--- config.mk ---
export PLATFORM = sky130hd
export DESIGN_NAME = vol_arbiter
export DESIGN_NICKNAME = d
export VERILOG_FILES = /design/src/rtl/vol_pkg.sv /design/src/rtl/vol_arbiter_rr_pick.sv /design/src/rtl/vol_arbiter.sv
export SDC_FILE = /design/constraint.sdc
export NUM_CORES = 1
export LEC_CHECK = 0
export BUFFER_PORTS_ARGS = -buffer_cell sky130_fd_sc_hd__buf_2
export CORE_MARGIN = 2
export CORE_UTILIZATION = 62
export DETAILED_ROUTE_END_ITERATION = 8
export HOLD_SLACK_MARGIN = 0.06
export PLACE_DENSITY = 0.85
export SLEW_MARGIN = 20
export SYNTH_ARGS = -nofsm -noshare
export SYNTH_HDL_FRONTEND = slang
export SYNTH_SLANG_ARGS = --single-unit
--- constraint.sdc ---
create_clock -name clk -period 8.46 [get_ports clk]
set_input_delay 0.846 -clock clk [delete_from_list [all_inputs] [get_ports clk]]
set_output_delay 0.846 -clock clk [all_outputs]
set_load 0.05 [all_outputs]
--- src/rtl/vol_pkg.sv ---
// Shared types and default parameters for the volume arbiter.
// Includes a helper that sizes requester-index signals.
package vol_pkg;

    typedef enum logic [1:0] {
        IDLE  = 2'd0,
        FILL  = 2'd1,
        DRAIN = 2'd2
    } state_t;

    localparam int N_DEF     = 20000;
    localparam int CBITS_DEF = 15;
    localparam int NREQ_DEF  = 4;
    localparam int TMAX_DEF  = 16;

    // Width of a requester index; never narrower than one bit.
    function automatic int id_w(input int n);
        return (n <= 2) ? 1 : $clog2(n);
    endfunction

endpackage

--- src/rtl/vol_arbiter_rr_pick.sv ---
// Combinational round-robin picker: the first eligible index after last,
// searching cyclically. valid is low when nothing is eligible.
module rr_pick #(
    parameter int NREQ = 4,
    parameter int IW   = 2
) (
    input  logic [NREQ-1:0] elig,
    input  logic [IW-1:0]   last,
    output logic [IW-1:0]   win,
    output logic            valid
);

    always_comb begin
        int idx;
        win   = '0;
        valid = 1'b0;
        idx   = 0;
        for (int k = 1; k <= NREQ; k++) begin
            idx = int'(last) + k;
            if (idx >= NREQ) begin
                idx = idx - NREQ;
            end
            if (!valid && elig[idx[IW-1:0]]) begin
                valid = 1'b1;
                win   = idx[IW-1:0];
            end
        end
    end

endmodule

--- src/rtl/vol_arbiter.sv ---
// Round-robin owner of the shared volume register; each grant steps vol
// by one per cycle in the latched direction, bounded by a hold limit.
//
// state | meaning
// IDLE  | no grant; arbitrate among eligible requesters
// FILL  | granted requester increments vol each cycle
// DRAIN | granted requester decrements vol each cycle
module vol_arbiter
    import vol_pkg::*;
#(
    parameter int N     = N_DEF,
    parameter int CBITS = CBITS_DEF,
    parameter int NREQ  = NREQ_DEF,
    parameter int TMAX  = TMAX_DEF,
    localparam int IW   = id_w(NREQ),
    localparam int HW   = $clog2(TMAX + 1)
) (
    input  logic             clk,
    input  logic             rst,
    input  logic [NREQ-1:0]  req,
    input  logic [NREQ-1:0]  dir,
    output logic [NREQ-1:0]  gnt,
    output logic [CBITS-1:0] vol,
    output logic             full,
    output logic             empty,
    output logic             done,
    output logic [IW-1:0]    done_id
);

    state_t          state;
    logic [IW-1:0]   g;
    logic [IW-1:0]   last;
    logic [HW-1:0]   hold;
    logic [NREQ-1:0] elig;
    logic [IW-1:0]   win;
    logic            win_valid;
    logic            at_bound;
    logic            stop;

    assign full  = (vol == CBITS'(N));
    assign empty = (vol == '0);

    // A requester that would push vol past a boundary is not eligible.
    always_comb begin
        for (int i = 0; i < NREQ; i++) begin
            elig[i] = req[i] && !(dir[i] && full) && !(!dir[i] && empty);
        end
    end

    rr_pick #(
        .NREQ (NREQ),
        .IW   (IW)
    ) u_rr_pick (
        .elig  (elig),
        .last  (last),
        .win   (win),
        .valid (win_valid)
    );

    assign at_bound = (state == FILL) ? full : empty;
    assign stop     = !req[g] || at_bound || (hold == HW'(TMAX));

    always_ff @(posedge clk or negedge rst) begin
        if (!rst) begin
            state   <= IDLE;
            vol     <= '0;
            gnt     <= '0;
            done    <= 1'b0;
            done_id <= '0;
            hold    <= '0;
            g       <= '0;
            last    <= IW'(NREQ - 1);
        end else begin
            done <= 1'b0;
            case (state)
                IDLE: begin
                    if (win_valid) begin
                        gnt   <= {{(NREQ-1){1'b0}}, 1'b1} << win;
                        g     <= win;
                        hold  <= '0;
                        state <= dir[win] ? FILL : DRAIN;
                    end else begin
                        gnt <= '0;
                    end
                end
                FILL, DRAIN: begin
                    if (stop) begin
                        gnt     <= '0;
                        done    <= 1'b1;
                        done_id <= g;
                        last    <= g;
                        state   <= IDLE;
                    end else begin
                        vol  <= (state == FILL) ? vol + CBITS'(1) : vol - CBITS'(1);
                        hold <= hold + HW'(1);
                    end
                end
                default: begin
                    state <= IDLE;
                    gnt   <= '0;
                end
            endcase
        end
    end

endmodule

* Yosys cells after proc, flatten, opt, wreduce, memory -nomap -nowiden *
Cells that the tools add are included.

storage, ports and cells
  bits in registers = 33
  word-level logic and storage cells = 122
  output and inout bits = 24
  input port bits = 10

operators by class
  bitwise logic cells = 1
  shift-type cells = 1
  mux-type cells = 38
  equal/unequal tests = 7
  add/subtract/negate cells = 11
  reduce and logical (&&, ||, !) cells = 46
  $lt $le $gt $ge = 10

operator list
  operator                                                                             count
  2-bit two-way mux                                                                    11
  1-bit logical AND                                                                    19
  2-bit by 3-bit < comparator with 1-bit output, second input constant                 6
  1-bit logical NOT                                                                    16
  15-bit by 1-bit adder with 15-bit output, second input constant                      1
  15-bit equality test, second input constant                                          1
  15-bit logical NOT                                                                   1
  15-bit two-way mux                                                                   1
  15-bit by 1-bit subtractor with 15-bit output, second input constant                 1
  1-bit two-way mux                                                                    13
  1-bit binary-select mux with 2-bit select                                            6
  5-bit two-way mux                                                                    2
  5-bit one-hot mux with 2 select lines                                                1
  3-bit greater-or-equal comparator, second input constant                             3
  4-bit two-way mux                                                                    2
  4-bit one-hot mux with 2 select lines                                                1
  2-bit AND reduction                                                                  4
  2-bit by 1-bit subtractor with 2-bit output, second input constant                   4
  2-bit by 2-bit adder with 3-bit output, second input constant                        2
  5-bit by 1-bit adder with 5-bit output, second input constant                        1
  5-bit equality test, second input constant                                           1
  2-bit by 3-bit adder with 4-bit output, second input constant                        1
  4-bit by 3-bit greater-or-equal comparator with 1-bit output, second input constant  1
  2-bit != test, second input constant                                                 2
  other kinds (12)                                                                     13

* Logic depth before layout (Yosys ltp) *
Gate-level depths: netlist (run 1).

  depth after elaboration = 22
  gate-level depth with buffers = 11
  depth with buffers taken out = 11

* Hierarchy *
Synthesis (run 1) repeated with hierarchy kept, for this count alone.

second synthesis, totals
  cell total of the unflattened synthesis = 258
  area total of the unflattened synthesis = 2327.2 um^2

modules (own cells, without submodules)
  module       area each (um^2)  cells an instance  seq. area each (um^2)  instances
  vol_arbiter  2235.9            244                828.3                  1
  rr_pick      91.3              14                 0.0                    1

* Least setup slack after synthesis (run 1) *
No wires, ideal clock.

  kind = flip-flop to output port
  start point = reg vol[0]
  end point = out empty
  stages on the path, launching flop included = 4
  data arrival time = 2.322 ns
  buffers on the path = 0
  required time = 7.614 ns
  slack = 5.292 ns
  cell sequence = dfrtp_1 nor4_4 nand3_2 nor3_1

on the way
  word-level cells in the longest chain between the ends = 1

ends and longest elaborated chain
  element                 RTL line           source
  from (decl)             vol_arbiter.sv:23  output logic [CBITS-1:0] vol,
  from (signal assigned)  vol_arbiter.sv:94  vol <= (state == FILL) ? vol + CBITS'(1) : vol - CBITS'(1);
  15-bit logical NOT      vol_arbiter.sv:41  assign empty = (vol == '0);
  to (decl)               vol_arbiter.sv:25  output logic empty,

No other way between the ends.

* Final worst setup path (run 1) *
  start point = reg state[0]
  end point = reg vol[11]

on the way
  word-level cells in the longest chain between the ends = 6
  elaborated cells between the ends (all ways) = 9
  those cells by class = eq/ne: 2; mux: 2; bitwise: 1; reduce/logical: 4

ends and longest elaborated chain
  element                                         RTL line                                                 source
  from (decl)                                     vol_arbiter.sv:30                                        state_t state;
  from (signal assigned)                          vol_arbiter.sv:81                                        state <= dir[win] ? FILL : DRAIN;
  2-bit by 1-bit equality test with 1-bit output  vol_arbiter.sv:60, vol_arbiter.sv:75, vol_arbiter.sv:94
  1-bit two-way mux                               vol_arbiter.sv:60                                        assign at_bound = (state == FILL) ? full : empty;
  1-bit logical OR (2 in a row)                   vol_arbiter.sv:61                                        assign stop = !req[g] || at_bound || (hold == HW'(TMAX));
  1-bit inverter (no line)                        --
  2-bit AND reduction (no line)                   --

Parallel ways exist; a longest one is shown, timed or not.
A chain may end at the register's enable or synchronous reset.

==> results.sh, run 1 <==
export IMPL_initial_utilization_pct=65.84
export IMPL_slew_viol_final=0
export IMPL_ys_flop_type="dfrtp_1"
export IMPL_hold_class="reg2reg"
export IMPL_cts_tree="built"
export IMPL_status="finished clean"
export IMPL_final_cell_mix="nand2_1, buf_2, dfrtp_1, o21ai_0, ha_1"
export IMPL_preCtsSetupSlack_ns=5.201
export IMPL_tightest_slew_ns=0.7589
export IMPL_synth_area_mm2=0.002465
export IMPL_wl_per_cell_um=15.68
export IMPL_area_delta_synth_final_pct=12.54
export IMPL_place_congestion=0.9289
export IMPL_clock_sinks=33
export IMPL_htreeDepth=2
export IMPL_root_buffer="clkbuf_8"
export IMPL_maxSlewHeadroom_pct=49.22
export IMPL_std_cell_rows=22
export IMPL_grt_pass1_wl_um=9694
export IMPL_critPathMaxFanout=14
export IMPL_dp_hpwl_um=4223
export IMPL_layout_commonest_cell="nand2_1"
export IMPL_startpoint_type="flip-flop"
export IMPL_synth_edf_count=0
export IMPL_finalCoreUtilization_pct=74.10
export IMPL_fmax_ghz=0.2989
export IMPL_end_kind="flip-flop"
export IMPL_skew_ns=0.009199
export IMPL_path_class="reg2reg"
export IMPL_hp_start="gnt[2]$_DFFE_PN0N_"
export IMPL_via_per_inst=6.147
export IMPL_clk_pin_slew_ns=0.07
export IMPL_cp_required_ns=8.65
export IMPL_io_pins=34
export IMPL_diodes=0
export IMPL_syn_area_per_cell_um2=8.931
export IMPL_drv_cap=0
export IMPL_ys_seq_area_share_pct=33.60
export IMPL_drt_antenna_violating_nets=0
export IMPL_route_detailed_drc=0
export IMPL_grt_antenna_before_repair=0
export IMPL_cts_max_path_buffers=2
export IMPL_synth_area_leaders="dfrtp_1, ha_1, nand2_1, o21ai_0, a21oi_1"
export IMPL_arrival_ns=3.53
export IMPL_clk_latency_ns=0.29
export IMPL_crit_reg2reg_launch="state[0]$_DFFE_PN0P_"
export IMPL_io_buffers=33
export IMPL_overflow=0
export IMPL_vias=2219
export IMPL_ys_warn_count=0
export IMPL_synth_nets=304
export IMPL_die_area_mm2=0.004496
export IMPL_crit_start="state[0]$_DFFE_PN0P_"
export IMPL_post_cts_resized=0
export IMPL_synthCells=276
export IMPL_setup_viol=0
export IMPL_die_x_um=67.05
export IMPL_grt_usage_pct=28.43
export IMPL_post_route_min_period_ns=3.346
export IMPL_firstDrtPassIters=4
export IMPL_grt_max_degree=34
export IMPL_cts_setup_buffers=0
export IMPL_cts_buffers=5
export IMPL_drt_iter0_markers=258
export IMPL_ys_types=55
export IMPL_finalWorstSetupSlack_ns=5.114
export IMPL_coreArea_mm2=0.003744
export IMPL_finalWirelength_um=5660
export IMPL_ys_ff_latch=33
export IMPL_cts_hold_buf=0
export IMPL_synth_top_area_cell="dfrtp_1"
export IMPL_num_nets_final=340
export IMPL_post_route_period_util_pct=39.55
export IMPL_grt_pass1_vias=2089
export IMPL_die_y_um=67.05
export IMPL_tns_ns=0
export IMPL_synthDominantCellAreaShare_pct=31.47
export IMPL_async_flop_share_pct=100.0
export IMPL_drive_above_1_share_pct=20.13
export IMPL_rsz0062_at_grt="no"
export IMPL_hold_viol_final=0
==> layout make-up <==
class	count	area, um2
Multi-Input combinational cell	223	1555
Fill cell	280	969.7
Sequential cell	33	828.3
Timing Repair Buffer	34	172.7
Clock buffer	7	96.34
Tap cell	48	60.06
Inverter	15	56.30
Clock inverter	1	5.005
==> per-layer routing <==
| metal | GRT usage (%) | up-vias | part of all wire [%] |
|---|---|---|---|
| li1 | - | 1100 | - |
| met2 | 44.43 | 75 | 46 |
| met4 | 10.46 | 0 | 2.3 |
| met1 | 38.45 | 1033 | 45 |
| met5 | 0 | - | 0 |
| met3 | 6.081 | 11 | 6.4 |
==> metrics by stage <==
step,hold slack [ns],instance area (um2),std cells
after detailed placement,0.4614,2673,353
after global routing,0.5106,2774,361
after floorplan,0.4971,2465,276
after CTS,0.4775,2774,361
final,0.4699,2774,361
after global placement,0.4566,2673,353
==> Yosys cell counts, types with 5 or more instances <==
cell	number
nor2_1	15
or2_2	6
o31ai_1	5
dfrtp_1	31
mux2_2	6
a21oi_1	16
nor3_1	8
buf_2	5
xnor2_1	5
nor3b_1	5
ha_1	17
inv_1	15
nand2_1	37
xor2_1	6
a21o_1	6
nand3_1	7
o21ai_0	18
o21a_1	5
==> worst paths after layout <==
| check | to | slack [ns] | cells past startpoint |
|---|---|---|---|
| setup / recovery | vol[11]$_DFFE_PN0P_ | 5.11 | 10 |
| hold / removal | gnt[2]$_DFFE_PN0N_ | 0.47 | 2 |
| setup reg to reg | vol[11]$_DFFE_PN0P_ | 5.11 | 10 |
| hold reg to reg | gnt[2]$_DFFE_PN0N_ | 0.47 | 2 |
| max in group asynchronous | vol[12]$_DFFE_PN0P_ | 7.36 | 1 |
| min in group asynchronous | vol[7]$_DFFE_PN0P_ | 0.62 | 1 |
==> critical path, stage by stage, from the launching register on <==
cell       delay (ns)
dfrtp_1          0.38
ha_1             0.25
inv_1            0.40
ha_1             0.33
a21o_1           0.15
a21o_1           0.20
a2111oi_0        0.65
nor4_1           0.17
o31a_1           0.33
o21a_1           0.18
o31ai_1          0.22
==> logic make-up after synthesis <==
kind of cell	synth area share, %
DFF	33.60
muxes	5.279
and+or+nand+nor	22.94
AOI/OAI and AO/OA	21.52
adders and majority gates	9.441
xor gates and xnor gates	3.909
buffers and inverters	3.299
==> flip-flops by register name, indices dropped and copies added, names as in the netlist <==
| name | count |
|---|---|
| vol | 15 |
| hold | 5 |
| gnt | 4 |
| done_id | 2 |
| g | 2 |
| last | 2 |
| state | 2 |
| done | 1 |
Power of run 1 is left out: the tool's default activity adds up to more than one toggle a clock period on the data nets, which glitch-free logic cannot reach.
==> run 2: changes to the inputs <==
--- a/config.mk
+++ b/config.mk
@@ -7,10 +7,10 @@
 export LEC_CHECK = 0
 export BUFFER_PORTS_ARGS = -buffer_cell sky130_fd_sc_hd__buf_2
 export CORE_MARGIN = 2
-export CORE_UTILIZATION = 62
+export CORE_UTILIZATION = 52
 export DETAILED_ROUTE_END_ITERATION = 8
 export HOLD_SLACK_MARGIN = 0.06
-export PLACE_DENSITY = 0.85
+export PLACE_DENSITY = 0.76
 export SLEW_MARGIN = 20
 export SYNTH_ARGS = -nofsm -noshare
 export SYNTH_HDL_FRONTEND = slang
==> constraint.sdc (replaced) <==
create_clock -name clk -period 3 [get_ports clk]
set_input_delay 0.3 -clock clk [delete_from_list [all_inputs] [get_ports clk]]
set_output_delay 0.3 -clock clk [all_outputs]
set_load 0.05 [all_outputs]
==> results.sh, run 2 (synthesis gave the netlist of run 1 again) <==
export IMPL_vias=2204
export IMPL_firstDrtPassIters=4
export IMPL_drt_iter0_markers=117
export IMPL_crit_reg2reg_launch="state[1]$_DFFE_PN0P_"
export IMPL_startpoint_type="flip-flop"
export IMPL_maxSlewHeadroom_pct=49.35
export IMPL_cts_hold_buf=0
export IMPL_setup_viol=0
export IMPL_largest_register="vol"
export IMPL_io_buffers=33
export IMPL_worstReg2RegEnd="vol[14]$_DFFE_PN0P_"
export IMPL_wl_per_cell_um=14.83
export IMPL_layout_commonest_cell="nand2_1"
export IMPL_clk_pin_slew_ns=0.08
export IMPL_instances_no_fill=368
export IMPL_htreeDepth=2
export IMPL_clk_latency_ns=0.29
export IMPL_grt_antenna_before_repair=0
export IMPL_post_route_period_util_pct=92.88
export IMPL_place_congestion=0.8203
export IMPL_status="finished clean"
export IMPL_placed_cells=361
export IMPL_clock_sinks=33
export IMPL_area_delta_synth_final_pct=13.35
export IMPL_arrival_ns=2.94
export IMPL_drv_cap=0
export IMPL_max_stage_delay_ns=0.45
export IMPL_regToRegSetupSlack_ns=0.21
export IMPL_largestRegisters="vol (15), hold (5), gnt (4)"
export IMPL_io_pins=34
export IMPL_fmax_ghz=0.3589
export IMPL_diodes=0
export IMPL_ff_latch_area_um2=828.3
export IMPL_route_detailed_drc=0
export IMPL_num_fill_cells=417
export IMPL_root_buffer="clkbuf_8"
export IMPL_via_per_inst=5.989
export IMPL_end_kind="flip-flop"
export IMPL_crit_path_top_delay_cell="a2111o_1"
export IMPL_multiInputGateArea_mm2=0.001568
export IMPL_std_cell_rows=25
export IMPL_slew_viol_final=0
export IMPL_skew_ns=0.009008
export IMPL_dp_hpwl_um=4145
export IMPL_final_cell_mix="nand2_1, buf_2, dfrtp_1, o21ai_0, ha_1"
export IMPL_rr_worst_depth=12
export IMPL_finalWirelength_um=5457
export IMPL_initial_utilization_pct=52.89
export IMPL_path_buf_inv=3
export IMPL_cts_buffers=5
export IMPL_hold_class="in2async"
export IMPL_tightest_slew_ns=0.7597
export IMPL_cts_tree="built"
export IMPL_rsz0062_at_grt="no"
export IMPL_num_nets_final=342
export IMPL_die_area_mm2=0.005307
export IMPL_overflow=0
export IMPL_hold_viol_final=0
export IMPL_path_cells="inv_1 > ha_1 > inv_1 > buf_4 > ha_1 > and2_1 > a31oi_1 > a2111o_1 > a311oi_2 > nor3_1 > o21a_1 > xor2_1"
export IMPL_drt_antenna_violating_nets=0
export IMPL_die_x_um=72.85
export IMPL_critPathMaxFanout=11
export IMPL_die_y_um=72.85
export IMPL_cts_setup_buffers=0
export IMPL_drive_above_1_share_pct=20.70
export IMPL_post_cts_resized=0
export IMPL_critical_path_top_delay_family="compound AO/OA/AOI/OAI gates"
export IMPL_cp_required_ns=3.16
export IMPL_grt_pass1_vias=2007
export IMPL_cts_max_path_buffers=2
export IMPL_path_class="reg2reg"
export IMPL_largest_reg_flops=15
export IMPL_grt_pass1_wl_um=9218
export IMPL_post_route_min_period_ns=2.786
export IMPL_grt_usage_pct=22.18
export IMPL_tns_ns=0
export IMPL_coreArea_mm2=0.004661
export IMPL_whs_ns=0.07751
export IMPL_grt_max_degree=34
-- run 2: cell count changes in the layout (fill, tap and decap cells not counted) --
| cell | change |
|---|---|
| clkbuf_1 | +1 |
| buf_4 | +2 |
| a2111oi_0 | -1 |
| clkinv_2 | -1 |
| a311oi_1 | -1 |
| a311oi_2 | +1 |
| clkbuf_8 | -1 |
| a2111oi_2 | +1 |
-- run 2: worst max path at each step --
stage / from / end / slack, ns / cells after the start
finish: state[1]$_DFFE_PN0P_ / vol[14]$_DFFE_PN0P_ / 0.21 / 12
global route: state[1]$_DFFE_PN0P_ / vol[14]$_DFFE_PN0P_ / 0.02 / 12
CTS: state[1]$_DFFE_PN0P_ / vol[11]$_DFFE_PN0P_ / 0.1 / 11
detailed placement: state[1]$_DFFE_PN0P_ / vol[11]$_DFFE_PN0P_ / 0.11 / 11
global placement: state[1]$_DFFE_PN0P_ / vol[11]$_DFFE_PN0P_ / 0.16 / 11
floorplan: state[0]$_DFFE_PN0P_ / vol[11]$_DFFE_PN0P_ / 0.12 / 10
-- run 2: layout make-up --
cell class	count	area share [%]
tap	54	2.418
multi-input combinational	223	56.11
clock buffer	7	3.090
timing repair buffer	36	6.717
inverter	15	2.015
sequential	33	29.65
-- run 2: layer usage --
| layer | GRT usage [%] | routed length [um] | vias up |
|---|---|---|---|
| met4 | 7.819 | 123 | 0 |
| met3 | 4.420 | 185 | 12 |
| met2 | 36.46 | 2577 | 41 |
| met1 | 29.06 | 2570 | 1047 |
| met5 | 0 | 0 | - |
| li1 | - | - | 1104 |
-- run 2: per-stage QoR --
step           area, um2  setup WS (ns)  util, %
2_1_floorplan       2465         0.1166        -
4_1_cts             2781        0.09609    59.68
3_3_place_gp        2695         0.1556    57.83
5_1_grt             2794        0.01951    59.95
3_5_place_dp        2695         0.1143    57.83
6_report            2794         0.2135    59.95
-- run 2: worst register-to-register path, delay by kind of cell, from the launching register on --
kind	cells	cell delay (ns)
buffers and inverters	3	0.39
adders and majority gates	2	0.56
DFF	1	0.36
and+or+nand+nor	2	0.24
AOI/OAI and AO/OA	4	0.99
xor gates and xnor gates	1	0.13
Power of run 2 is left out for the same reason.
==> run 3: changes to the inputs <==
--- a/config.mk
+++ b/config.mk
@@ -10,7 +10,7 @@
 export CORE_UTILIZATION = 52
 export DETAILED_ROUTE_END_ITERATION = 8
 export HOLD_SLACK_MARGIN = 0.06
-export PLACE_DENSITY = 0.76
+export PLACE_DENSITY = 0.85
 export SLEW_MARGIN = 20
 export SYNTH_ARGS = -nofsm -noshare
 export SYNTH_HDL_FRONTEND = slang
==> results.sh, run 3 (synthesis gave the netlist of run 1 again) <==
export IMPL_largestRegisters="vol (15), hold (5), gnt (4)"
export IMPL_whs_ns=0.06948
export IMPL_route_detailed_drc=0
export IMPL_cp_required_ns=3.16
export IMPL_finalWirelength_um=5654
export IMPL_worstSetupPathDepth=12
export IMPL_via_per_inst=5.881
export IMPL_path_class="reg2reg"
export IMPL_dp_hpwl_um=4310
export IMPL_clk_pin_slew_ns=0.07
export IMPL_grt_antenna_before_repair=0
export IMPL_max_stage_delay_ns=0.45
export IMPL_critPathMaxFanout=11
export IMPL_startpoint_type="flip-flop"
export IMPL_coreArea_mm2=0.004661
export IMPL_worstReg2RegEnd="vol[14]$_DFFE_PN0P_"
export IMPL_overflow=0
export IMPL_crit_path_top_delay_cell="a2111o_1"
export IMPL_wl_per_cell_um=15.32
export IMPL_setup_viol=0
export IMPL_drt_iter0_markers=118
export IMPL_vias=2170
export IMPL_slew_viol_final=0
export IMPL_clock_sinks=33
export IMPL_post_cts_resized=1
export IMPL_cts_setup_buffers=0
export IMPL_place_congestion=0.8562
export IMPL_largest_register="vol"
export IMPL_area_delta_synth_final_pct=13.45
export IMPL_regToRegSetupSlack_ns=0.17
export IMPL_hold_viol_final=0
export IMPL_hold_class="in2async"
export IMPL_grt_pass1_wl_um=9315
export IMPL_skew_ns=0.007679
export IMPL_finalWorstSetupSlack_ns=0.1738
export IMPL_die_y_um=72.85
export IMPL_status="finished clean"
export IMPL_place_area_mm2=0.002695
export IMPL_cts_hold_buf=0
export IMPL_num_fill_cells=387
export IMPL_io_buffers=33
export IMPL_critical_path_top_delay_family="compound AO/OA/AOI/OAI gates"
export IMPL_initial_utilization_pct=52.89
export IMPL_layout_commonest_cell="nand2_1"
export IMPL_multiInputGateArea_mm2=0.001570
export IMPL_num_nets_final=342
export IMPL_cts_tree="built"
export IMPL_end_kind="flip-flop"
export IMPL_cts_max_path_buffers=2
export IMPL_die_x_um=72.85
export IMPL_preCtsSetupSlack_ns=-0.01701
export IMPL_crit_top_cell="inv_1"
export IMPL_grt_max_degree=34
export IMPL_instances_no_fill=369
export IMPL_final_cell_mix="nand2_1, buf_2, dfrtp_1, o21ai_0"
export IMPL_htreeDepth=2
export IMPL_cts_buffers=5
export IMPL_rr_worst_depth=12
export IMPL_clk_latency_ns=0.29
export IMPL_placed_cells=361
export IMPL_diodes=0
export IMPL_post_route_min_period_ns=2.826
export IMPL_std_cell_rows=25
export IMPL_path_cells="inv_1 > ha_2 > inv_1 > buf_4 > ha_1 > and2_1 > a31oi_1 > a2111o_1 > a311oi_2 > nor3_1 > o21a_1 > xor2_1"
export IMPL_maxSlewHeadroom_pct=50.91
export IMPL_root_buffer="clkbuf_8"
export IMPL_drt_antenna_violating_nets=0
export IMPL_grt_usage_pct=22.33
export IMPL_rsz0062_at_grt="no"
export IMPL_path_buf_inv=3
export IMPL_die_area_mm2=0.005307
export IMPL_drv_cap=0
export IMPL_drive_above_1_share_pct=21.59
export IMPL_grt_pass1_vias=2055
export IMPL_crit_reg2reg_launch="state[1]$_DFFE_PN0P_"
export IMPL_ff_latch_area_um2=828.3
export IMPL_io_pins=34
export IMPL_postLayoutCellArea_mm2=0.002796
export IMPL_arrival_ns=2.99
export IMPL_firstDrtPassIters=4
export IMPL_tightest_slew_ns=0.7364
export IMPL_largest_reg_flops=15
export IMPL_post_route_period_util_pct=94.21
export IMPL_fmax_ghz=0.3538
-- run 3: per-stage QoR --
| step | utilization, % | TNS, ns |
|---|---|---|
| 3_5_place_dp | 57.83 | -0.01701 |
| 2_1_floorplan | - | 0 |
| 6_report | 60.00 | 0 |
| 3_3_place_gp | 57.83 | 0 |
| 4_1_cts | 59.70 | 0 |
| 5_1_grt | 60.00 | 0 |
-- run 3: layer usage --
layer | GRT usage [%] | wire (um) | up-vias
met2 | 35.05 | 2632 | 57
li1 | - | - | 1099
met5 | 0 | 0 | -
met1 | 30.00 | 2619 | 1003
met3 | 3.591 | 268 | 11
met4 | 10.91 | 133 | 0
-- run 3: area by class of cell --
type	instances	share of cell area, %
Timing Repair Buffer	36	6.711
Clock buffer	5	2.461
Inverter	15	2.013
Multi-Input combinational cell	223	56.15
Tap cell	54	2.416
Clock inverter	3	0.6264
Sequential cell	33	29.62
-- run 3: how the worst max path moves through the flow --
stage | to | slack (ns) | from
5_1_grt | state[1]$_DFFE_PN0P_ | 0.02 | vol[9]$_DFFE_PN0P_
3_5_place_dp | vol[11]$_DFFE_PN0P_ | -0.02 | state[1]$_DFFE_PN0P_
3_3_place_gp | vol[11]$_DFFE_PN0P_ | 0.09 | state[1]$_DFFE_PN0P_
4_1_cts | vol[14]$_DFFE_PN0P_ | 0.02 | state[1]$_DFFE_PN0P_
2_1_floorplan | vol[11]$_DFFE_PN0P_ | 0.12 | state[0]$_DFFE_PN0P_
6_report | vol[14]$_DFFE_PN0P_ | 0.17 | state[1]$_DFFE_PN0P_
-- run 3: worst reg2reg max path: cells and delay by family (launching register included) --
family,cells,cell delay (ns)
adders and majority gates,2,0.61
buffers and inverters,3,0.40
xor gates and xnor gates,1,0.13
DFF,1,0.36
AOI/OAI and AO/OA,4,0.98
and+or+nand+nor,2,0.22
Power of run 3 is left out for the same reason.
